--- config.mk ---
export PLATFORM = sky130hd
export DESIGN_NAME = alu_pipe
export DESIGN_NICKNAME = d
export VERILOG_FILES = /design/src/rtl/alu_pkg.sv /design/src/rtl/alu_core.sv /design/src/rtl/alu_pipe.sv
export SDC_FILE = /design/constraint.sdc
export NUM_CORES = 1
export LEC_CHECK = 0
export CAP_MARGIN = 40
export CORE_MARGIN = 4
export CORE_UTILIZATION = 50
export DETAILED_ROUTE_END_ITERATION = 6
export MAX_ROUTING_LAYER = met4
export PLACE_DENSITY = 0.76
export SYNTH_ARGS = -nofsm -noshare
export SYNTH_HDL_FRONTEND = slang
export SYNTH_SLANG_ARGS = --single-unit
--- constraint.sdc ---
create_clock -name clock -period 5.9 [get_ports clock]
set_input_delay 0.59 -clock clock [delete_from_list [all_inputs] [get_ports clock]]
set_output_delay 0.59 -clock clock [all_outputs]
set_load 0.1 [all_outputs]
--- src/rtl/alu_pkg.sv ---
// -----------------------------------------------------------------------------
// alu_pkg
// Shared types and constants for the pipelined ALU.
//   alu_op_e    : 4-bit opcode encoding used on ALU_Sel
//   alu_flags_t : {carry, zero, negative, overflow} flag bundle
//   OP_W        : opcode width
//   SCARRY_OPS  : one bit per opcode; set where the op writes the sticky carry
// -----------------------------------------------------------------------------
package alu_pkg;

    localparam int OP_W = 4;

    typedef enum logic [OP_W-1:0] {
        OP_ADD  = 4'h0,
        OP_SUB  = 4'h1,
        OP_MUL  = 4'h2,
        OP_ADDC = 4'h3,
        OP_SHL  = 4'h4,
        OP_SHR  = 4'h5,
        OP_ROL  = 4'h6,
        OP_ROR  = 4'h7,
        OP_AND  = 4'h8,
        OP_OR   = 4'h9,
        OP_XOR  = 4'hA,
        OP_NOR  = 4'hB,
        OP_NAND = 4'hC,
        OP_XNOR = 4'hD,
        OP_GT   = 4'hE,
        OP_EQ   = 4'hF
    } alu_op_e;

    typedef struct packed {
        logic carry;
        logic zero;
        logic negative;
        logic overflow;
    } alu_flags_t;

    // ADD, SUB, MUL, ADDC, SHL, SHR
    localparam logic [15:0] SCARRY_OPS = 16'h003F;

    function automatic logic updates_sticky(input alu_op_e op);
        return SCARRY_OPS[op];
    endfunction

endpackage

--- src/rtl/alu_core.sv ---
// -----------------------------------------------------------------------------
// alu_core
// Purely combinational WIDTH-bit ALU datapath with full flag generation.
//   A, B      : operands
//   op        : opcode (alu_op_e)
//   carry_in  : carry used by ADDC only
//   result    : WIDTH-bit result
//   flags     : carry / zero / negative / overflow for this result
// -----------------------------------------------------------------------------
module alu_core
    import alu_pkg::*;
#(
    parameter int WIDTH = 8
) (
    input  logic [WIDTH-1:0] A,
    input  logic [WIDTH-1:0] B,
    input  alu_op_e          op,
    input  logic             carry_in,
    output logic [WIDTH-1:0] result,
    output alu_flags_t       flags
);

    localparam int MSB = WIDTH - 1;

    logic [WIDTH:0]       sum_ext;
    logic [2*WIDTH-1:0]   prod;
    logic [WIDTH-1:0]     res;
    logic                 carry;
    logic                 ovf;

    always_comb begin
        sum_ext = '0;
        prod    = '0;
        res     = '0;
        carry   = 1'b0;

        case (op)
            OP_ADD: begin
                sum_ext = {1'b0, A} + {1'b0, B};
                res     = sum_ext[WIDTH-1:0];
                carry   = sum_ext[WIDTH];
            end
            OP_SUB: begin
                // the extended difference goes negative exactly when A < B
                sum_ext = {1'b0, A} - {1'b0, B};
                res     = sum_ext[WIDTH-1:0];
                carry   = sum_ext[WIDTH];
            end
            OP_MUL: begin
                prod  = {{WIDTH{1'b0}}, A} * {{WIDTH{1'b0}}, B};
                res   = prod[WIDTH-1:0];
                carry = |prod[2*WIDTH-1:WIDTH];
            end
            OP_ADDC: begin
                sum_ext = {1'b0, A} + {1'b0, B} + {{WIDTH{1'b0}}, carry_in};
                res     = sum_ext[WIDTH-1:0];
                carry   = sum_ext[WIDTH];
            end
            OP_SHL: begin
                res   = {A[MSB-1:0], 1'b0};
                carry = A[MSB];
            end
            OP_SHR: begin
                res   = {1'b0, A[MSB:1]};
                carry = A[0];
            end
            OP_ROL:  res = {A[MSB-1:0], A[MSB]};
            OP_ROR:  res = {A[0], A[MSB:1]};
            OP_AND:  res = A & B;
            OP_OR:   res = A | B;
            OP_XOR:  res = A ^ B;
            OP_NOR:  res = ~(A | B);
            OP_NAND: res = ~(A & B);
            OP_XNOR: res = ~(A ^ B);
            OP_GT:   res = {{(WIDTH-1){1'b0}}, (A > B)};
            OP_EQ:   res = {{(WIDTH-1){1'b0}}, (A == B)};
            default: res = '0;
        endcase
    end

    // Signed overflow from operand/result sign bits; only the add/sub family
    // can overflow in a two's-complement sense.
    always_comb begin
        ovf = 1'b0;
        case (op)
            OP_ADD, OP_ADDC: ovf = (A[MSB] == B[MSB]) && (res[MSB] != A[MSB]);
            OP_SUB:          ovf = (A[MSB] != B[MSB]) && (res[MSB] != A[MSB]);
            default:         ovf = 1'b0;
        endcase
    end

    always_comb begin
        result         = res;
        flags          = '0;
        flags.carry    = carry;
        flags.zero     = (res == '0);
        flags.negative = res[MSB];
        flags.overflow = ovf;
    end

endmodule

--- src/rtl/alu_pipe.sv ---
// -----------------------------------------------------------------------------
// alu_pipe
// Two-stage pipelined ALU with valid/ready handshakes, sticky carry for
// multi-word adds, and a count of consumed results.
//   clock, reset        : clock, synchronous active-high reset
//   in_valid / in_ready : operation handshake for A, B, ALU_Sel
//   flag_clr            : clears the sticky carry
//   out_valid/out_ready : result handshake
//   ALU_Out + flags     : registered result, CarryOut, Zero, Negative, Overflow
//   ops_done            : results consumed, wraps modulo 2^CNT_W
// -----------------------------------------------------------------------------
module alu_pipe
    import alu_pkg::*;
#(
    parameter int WIDTH = 8,
    parameter int CNT_W = 16
) (
    input  logic             clock,
    input  logic             reset,
    input  logic             in_valid,
    output logic             in_ready,
    input  logic [WIDTH-1:0] A,
    input  logic [WIDTH-1:0] B,
    input  logic [OP_W-1:0]  ALU_Sel,
    input  logic             flag_clr,
    output logic             out_valid,
    input  logic             out_ready,
    output logic [WIDTH-1:0] ALU_Out,
    output logic             CarryOut,
    output logic             Zero,
    output logic             Negative,
    output logic             Overflow,
    output logic [CNT_W-1:0] ops_done
);

    localparam logic [CNT_W-1:0] CNT_ONE = {{(CNT_W-1){1'b0}}, 1'b1};

    logic             s1_valid;
    logic [WIDTH-1:0] s1_a;
    logic [WIDTH-1:0] s1_b;
    alu_op_e          s1_op;
    logic             sticky;

    logic             s2_load;
    logic             accept;
    logic             core_cin;
    logic [WIDTH-1:0] core_result;
    alu_flags_t       core_flags;

    // S2 can take a new entry when it is empty or its current result leaves
    // this cycle. in_ready depends only on registered state and out_ready.
    assign s2_load  = !out_valid || out_ready;
    assign in_ready = !s1_valid || s2_load;
    assign accept   = in_valid && in_ready;

    // The sticky register already holds the carry of the op directly ahead
    // (written when that op loaded S2), so back-to-back ADD/ADDC chains are
    // exact. A clear in this same cycle takes precedence for the ADDC too.
    assign core_cin = sticky && !flag_clr;

    alu_core #(
        .WIDTH (WIDTH)
    ) u_core (
        .A        (s1_a),
        .B        (s1_b),
        .op       (s1_op),
        .carry_in (core_cin),
        .result   (core_result),
        .flags    (core_flags)
    );

    always_ff @(posedge clock) begin
        if (reset) begin
            s1_valid  <= 1'b0;
            s1_a      <= '0;
            s1_b      <= '0;
            s1_op     <= OP_ADD;
            sticky    <= 1'b0;
            out_valid <= 1'b0;
            ALU_Out   <= '0;
            CarryOut  <= 1'b0;
            Zero      <= 1'b0;
            Negative  <= 1'b0;
            Overflow  <= 1'b0;
            ops_done  <= '0;
        end else begin
            if (accept) begin
                s1_valid <= 1'b1;
                s1_a     <= A;
                s1_b     <= B;
                s1_op    <= alu_op_e'(ALU_Sel);
            end else if (s2_load) begin
                s1_valid <= 1'b0;
            end

            if (s2_load) begin
                out_valid <= s1_valid;
                if (s1_valid) begin
                    ALU_Out  <= core_result;
                    CarryOut <= core_flags.carry;
                    Zero     <= core_flags.zero;
                    Negative <= core_flags.negative;
                    Overflow <= core_flags.overflow;
                end
            end

            if (flag_clr) begin
                sticky <= 1'b0;
            end else if (s2_load && s1_valid && updates_sticky(s1_op)) begin
                sticky <= core_flags.carry;
            end

            if (out_valid && out_ready) begin
                ops_done <= ops_done + CNT_ONE;
            end
        end
    end

endmodule
After elaboration in Yosys (flattened, before gate mapping)
Memories as Yosys holds them, arrays and structs flattened. A register that Yosys moved wholly into a read port is not among the register bits.
Cells that the tools add are included.

word-level totals
  register bits after elaboration = 51
  memory bits (read-only) = 16
  input port bits = 25
  output and inout port bits = 30
  word-level logic and storage cells = 72
  memories = 1

memories
  memory           words  width  rd ports  clocked after memory_dff  write ports  line           source
  (no name shown)  16     1      1         1                         0            alu_pkg.sv:43  return SCARRY_OPS[op];

cells by class
  $add $sub $neg = 4
  $mul = 1
  magnitude comparators = 2
  equal/unequal tests = 19
  multiplexer cells = 8
  bitwise operators = 6
  reduce and logical (&&, ||, !) cells = 19

operators with widths
  operator                                                     count
  one-hot mux 8 bit (16 select lines)                          1
  equality test 4 bit (second input constant)                  8
  NOT 8 bit                                                    3
  adder 16 x 1 -> 16 bit (second input constant)               1
  equality test 4 x 3 -> 1 bit (second input constant)         4
  multiplier 8 x 8 -> 16 bit                                   1
  adder 8 x 8 -> 9 bit                                         1
  adder 9 x 1 -> 9 bit                                         1
  subtractor 8 x 8 -> 9 bit                                    1
  AND 8 bit                                                    1
  equality test 4 x 2 -> 1 bit (second input constant)         2
  equality test 8 bit                                          1
  greater-than comparator 8 bit                                1
  logical NOT 8 bit                                            1
  two-way mux 4 bit                                            2
  OR 8 bit                                                     1
  OR reduction 8 bit                                           1
  bitwise XOR 8 bit                                            1
  logical AND 1 bit                                            7
  one-hot mux 1 bit (6 select lines)                           1
  less-than comparator 4 x 5 -> 1 bit (second input constant)  1
  equality test 4 x 1 -> 1 bit (second input constant)         1
  logical NOT 4 bit                                            1
  OR reduction 2 bit                                           2
  other kinds (8)                                              14

Depth between registers and ports, before layout
  word-level depth = 7
  depth in mapped cells = 19
  mapped depth without buffers = 18

Cells and area by module
A second synthesis with hierarchy kept.

second synthesis, totals
  cell total of the unflattened synthesis = 800
  area, all modules = 6045.8 um^2

by module, submodules not included
  module    times used  cells an instance  area an instance (um^2)  sequential area each (um^2)
  alu_core  1           560                4066.4                   0.0
  alu_pipe  1           240                1979.4                   1041.0

Least setup slack after synthesis
No wires, ideal clock.

  kind = register to register
  from = register s1_a[1]
  to = register CarryOut
  library setup time = 0.120 ns
  arrival time = 5.140 ns
  path slack = 0.641 ns
  cell stages (with the launch flop) = 16
  cell sequence = dfxtp_1 -> clkbuf_1 -> nand2_1 -> fa_1 -> fa_1 -> fa_1 -> fa_1 -> inv_1 -> ha_1 -> a222oi_1 -> o21ai_1 -> or4_1 -> or4_1 -> a2111oi_2 -> nor2_1 -> o31a_1

on the way
  word-level cells in the longest chain between the ends = 3

RTL lines
  element                                                                    line                                            source
  start, declared                                                            alu_pipe.sv:39                                  logic [WIDTH-1:0] s1_a;
  start signal, assigned                                                     alu_pipe.sv:75                                  s1_a <= '0;
  start signal, assigned                                                     alu_pipe.sv:89                                  s1_a <= A;
  multiplier 8 x 8 -> 16 bit / adder 8 x 8 -> 9 bit (equally long branches)  alu_core.sv:50, alu_core.sv:39, alu_core.sv:55
  OR reduction 8 bit / adder 9 x 1 -> 9 bit (equally long branches)          alu_core.sv:52, alu_core.sv:55
  one-hot mux 1 bit (6 select lines) (*)                                     alu_core.sv:37                                  case (op)
  end signal, assigned                                                       alu_pipe.sv:100                                 CarryOut <= core_flags.carry;
  end, declared                                                              alu_pipe.sv:29                                  output logic CarryOut,

Every way passes the cells marked *; elsewhere a longest branch is shown, timed or not.
A chain may end at the register's enable or synchronous reset.

Worst setup path in the final report
  from = register s1_b[5]
  to = register sticky

on the way
  word-level cells in the longest chain between the ends = 3

RTL lines
  element                                                                    line                                            source
  start, declared                                                            alu_pipe.sv:40                                  logic [WIDTH-1:0] s1_b;
  start signal, assigned                                                     alu_pipe.sv:76                                  s1_b <= '0;
  start signal, assigned                                                     alu_pipe.sv:90                                  s1_b <= B;
  multiplier 8 x 8 -> 16 bit / adder 8 x 8 -> 9 bit (equally long branches)  alu_core.sv:50, alu_core.sv:39, alu_core.sv:55
  OR reduction 8 bit / adder 9 x 1 -> 9 bit (equally long branches)          alu_core.sv:52, alu_core.sv:55
  one-hot mux 1 bit (6 select lines) (*)                                     alu_core.sv:37
  end signal, assigned                                                       alu_pipe.sv:110                                 sticky <= core_flags.carry;
  end, declared                                                              alu_pipe.sv:42                                  logic sticky;

Marks and branches as above.

==> reports/summary.md <==
The required time at the endpoint of the critical path was 6080 ps; the number of clock sinks was 51. In the final layout, flip-flops and latches occupy 1020 um2. The logs give 0.630 for the utilization after layout and 0 for the warning count from the yosys run. Setup slack on the critical path of the routed design comes to 320 ps. TritonCTS built the clock tree. Entering global routing, the biggest net connects 52 pins. The worst setup path is launched from a register. The via density per instance is 5.97. The tools report the endpoint kind of the worst setup timing path as a register. The number of buffers added for setup after CTS is 0, and the hold path depth is 2. The critical setup path kind was reg -> reg. The final number of setup-violating endpoints was 0; the time the final worst path needs with I/O delays and setup was 5580 ps. The number of antenna violations at the first check in global routing is 0, and the remaining max-slew budget at the tightest pin is 0.391. The logs give 0.515 for the effective utilization at floorplan and 5960 um2 for the post-synthesis instance area. Clock-pin slew was measured on the worst setup and hold paths at 70 ps.

In this run, post-CTS repair resized a total of 0 instances. The repair_antennas step left the layout with diodes totalling 0. The final-report max-slew violation count is 0.

The tool flagged a number of max-cap violations equal to 0. The startpoint of the worst hold path was ALU_Out[2]. The endpoint identified for the worst register-to-register timing path is sticky.

The number of input and output port buffers inserted is 54. The H-tree generated during clock tree synthesis spans 2 levels. Final wirelength: 19300 um. The number of buffers created by CTS is 5.

55 I/O pins were placed. Synthesis handed over a netlist of 788 instances. In this run the remaining antenna-violating nets after routing total 0. The area growth from synthesis to layout was 22.2%; the worst-case vdd ir drop was 215 uV. The tools report the startpoint of the worst register-to-register path as s1_b[5]. Floorplan die height: 117 um. For this run, design rule violations remaining after detail routing come to 0. For this design the ratio of total power to cell area is 155 nW/um2. The flow ran to the end, and the final reports show no timing, DRC or antenna violations. The final cycle utilization of the critical path was 0.946.

The tree is rooted in a sky130_fd_sc_hd__clkbuf_16. After layout, the design draws a total of 1130 uW. The fraction of final layout cells with drive strength greater than 1 is 0.0783, and the static leakage is 0.00311 uW. The dominant synthesized flop cell is sky130_fd_sc_hd__dfxtp_1. Counting flops and latches in the post-synthesis netlist gives 51. Average wire length per cell after detail routing: 19.3 um. For the worst setup path, the data arrival time is 5760 ps. For the pin with the worst max-slew slack, the measured transition is 902 ps. The overall die area is 13700 um2. For the worst flop-to-flop path, the logic depth is 16. In this run the standard cell core region covers 11600 um2. The area share of the largest cell type after synthesis is 0.171, and the async set-reset flop share out of synthesis is 0. All-layer global routing usage: 0.302.

The run gives 5890 as the via count of the first global-routing pass. By area the synthesized netlist is led by sky130_fd_sc_hd__dfxtp_1, sky130_fd_sc_hd__ha_1, sky130_fd_sc_hd__fa_1, sky130_fd_sc_hd__nand2_1, sky130_fd_sc_hd__inv_1. On the worst path, the slowest cell contributes a delay of 580 ps. The capture endpoint of the worst hold path is ALU_Out[2]. For the filler cell count, the log shows 979. The finished cells cover 7280 um2.

The wire length of the first global-routing pass is 31300 um, and the largest fanout on the critical path is 7. The number of hold-slack violations in the final timing report is 0, and the routability congestion estimate is 0.981. In this run the cell area measured after placement is 7090 um2. For the final database, setup skew stands at 12.3 ps. The setup check on the worst reg-to-reg path leaves a slack of 320 ps. The most common cell in the synthesized netlist is sky130_fd_sc_hd__nand2_1. The run gives 0 as the global route total overflow. For the worst-case clock buffer depth, the log shows 2. For the total vias in the final route, the log shows 5968. In this run the horizontal extent of the chip is 117 um. For this run, the post-layout net count is 981.

For the number of search-and-repair iterations in the first detailed-routing pass, the log shows 6. The tightest min-delay check is of the reg -> reg type. By count the netlist is led by sky130_fd_sc_hd__nand2_1, sky130_fd_sc_hd__inv_1, sky130_fd_sc_hd__nor2_1. At the later pin of the worst-skew pair, clock insertion delay measures 290 ps.

The number of core rows was 39. The library cell contributing the largest single delay on the critical path is sky130_fd_sc_hd__fa_1. The count of different cell masters after synthesis is 73, and the number of enable-type register cells in the synthesized netlist is 0.

Setup repair after global routing left no endpoint under its margin. The signal on the critical path passes through ha_1, fa_1, inv_1, fa_1, fa_1, inv_1, ha_1, ha_1, a21oi_1, o21a_1, a21oi_1, or4_1, or4_1, a2111oi_4, nor2_1, o31a_1. The synthesized netlist net count was 914; the setup TNS after final layout was 0 ps. The sequential area share after synthesis was 0.171; the per-instance average area after synthesis was 7.56 um2. The dominant cell type by area after synthesis is sky130_fd_sc_hd__dfxtp_1.

The wire-length estimate of the detail-placed layout is 15400 um. Derived from the worst setup path, the maximum achievable clock frequency is 0.179 GHz. For the violation count after the first detailed-routing iteration, the log shows 570. The tools report the area of the multi-input gates as 4450 um2.

The tools report the worst setup timing slack at the placement stage as 154 ps. The number of hold buffers added after cts was 0.
per-stage QoR:
stage	std cells	hold slack, ps
finish	999	464
CTS	999	462
floorplan	788	460
global placement	961	448
global route	999	490
detailed placement	991	452
sequential cells by signal, indices dropped and copies added, names as in the netlist, named ones only:
name,flops
s1_valid,1
s1_a,8
s1_b,8
out_valid,1
Overflow,1
ALU_Out,8
sticky,1
ops_done,16
s1_op,4
Zero,1
CarryOut,1
cell families (layout without fill, tap and decap cells):
family	count (synthesis)	in the layout	synth area share
xor+xnor	33	33	0.0485
fa+ha+maj	101	101	0.260
flops	51	51	0.171
compound gates	172	172	0.195
simple gates	290	290	0.222
buf+inv	130	198	0.0842
mux	11	11	0.0191
metal layers:
layer / part of all wire / vias up / global-route usage
met5: 0 / - / -
met4: 0.038 / 0 / 0.110
met3: 0.078 / 44 / 0.0494
met2: 0.45 / 260 / 0.454
met1: 0.43 / 2849 / 0.411
li1: - / 2815 / -
layout by cell type, fill, tap and decap left out, types with 4 or more instances in the layout:
cell / instances
sky130_fd_sc_hd__a211oi_1: 6
sky130_fd_sc_hd__a21oi_1: 56
sky130_fd_sc_hd__a221oi_1: 4
sky130_fd_sc_hd__and2_1: 6
sky130_fd_sc_hd__and3_1: 8
sky130_fd_sc_hd__buf_4: 15
sky130_fd_sc_hd__buf_8: 29
sky130_fd_sc_hd__clkbuf_16: 5
sky130_fd_sc_hd__clkdlybuf4s50_1: 54
sky130_fd_sc_hd__dfxtp_1: 49
sky130_fd_sc_hd__fa_1: 38
sky130_fd_sc_hd__ha_1: 61
sky130_fd_sc_hd__inv_1: 89
sky130_fd_sc_hd__mux2i_1: 8
sky130_fd_sc_hd__nand2_1: 105
sky130_fd_sc_hd__nand2b_1: 7
sky130_fd_sc_hd__nand3_1: 22
sky130_fd_sc_hd__nor2_1: 84
sky130_fd_sc_hd__nor2b_1: 13
sky130_fd_sc_hd__nor3_1: 15
sky130_fd_sc_hd__nor3b_1: 4
sky130_fd_sc_hd__nor4_1: 4
sky130_fd_sc_hd__o211ai_1: 7
sky130_fd_sc_hd__o21a_1: 9
sky130_fd_sc_hd__o21ai_0: 24
sky130_fd_sc_hd__o21bai_1: 4
sky130_fd_sc_hd__o221ai_1: 6
sky130_fd_sc_hd__o22ai_1: 4
sky130_fd_sc_hd__or4_1: 4
sky130_fd_sc_hd__xnor2_1: 18
sky130_fd_sc_hd__xor2_1: 15
final cells by class:
| type | count | share of cell area |
|---|---|---|
| Multi-Input combinational cell | 607 | 0.612 |
| Clock buffer | 6 | 0.0177 |
| Timing Repair Buffer | 99 | 0.153 |
| Sequential cell | 51 | 0.141 |
| Clock inverter | 2 | 0.00533 |
| Tap cell | 143 | 0.0246 |
| Inverter | 91 | 0.0469 |
worst max path at each step:
stage                     slack [ps]  cells past startpoint       end  startpoint
final                            320                     16    sticky     s1_b[5]
after global routing              50                     16    sticky     s1_b[3]
after CTS                        130                     18    sticky     s1_a[3]
after detailed placement         150                     18  CarryOut     s1_a[3]
after global placement           320                     18    sticky     s1_a[3]
after floorplan                  640                     15  CarryOut     s1_a[1]
critical path, delay by kind of cell, from the launching register on:
| kind | cells | cell delay (ps) |
|---|---|---|
| adder cells (fa/ha/maj) | 6 | 2610 |
| AO/OA/AOI/OAI | 5 | 1190 |
| AND/OR/NAND/NOR | 3 | 1160 |
| flip-flops | 1 | 410 |
| buffers and inverters | 2 | 100 |
power by group:
group	total [uW]	switching [uW]	internal [uW]
clock network	331	129	202
registers	376	18.0	358
logic	424	266	158
total	1130	413	718
Power figures use the tool's default switching activity.
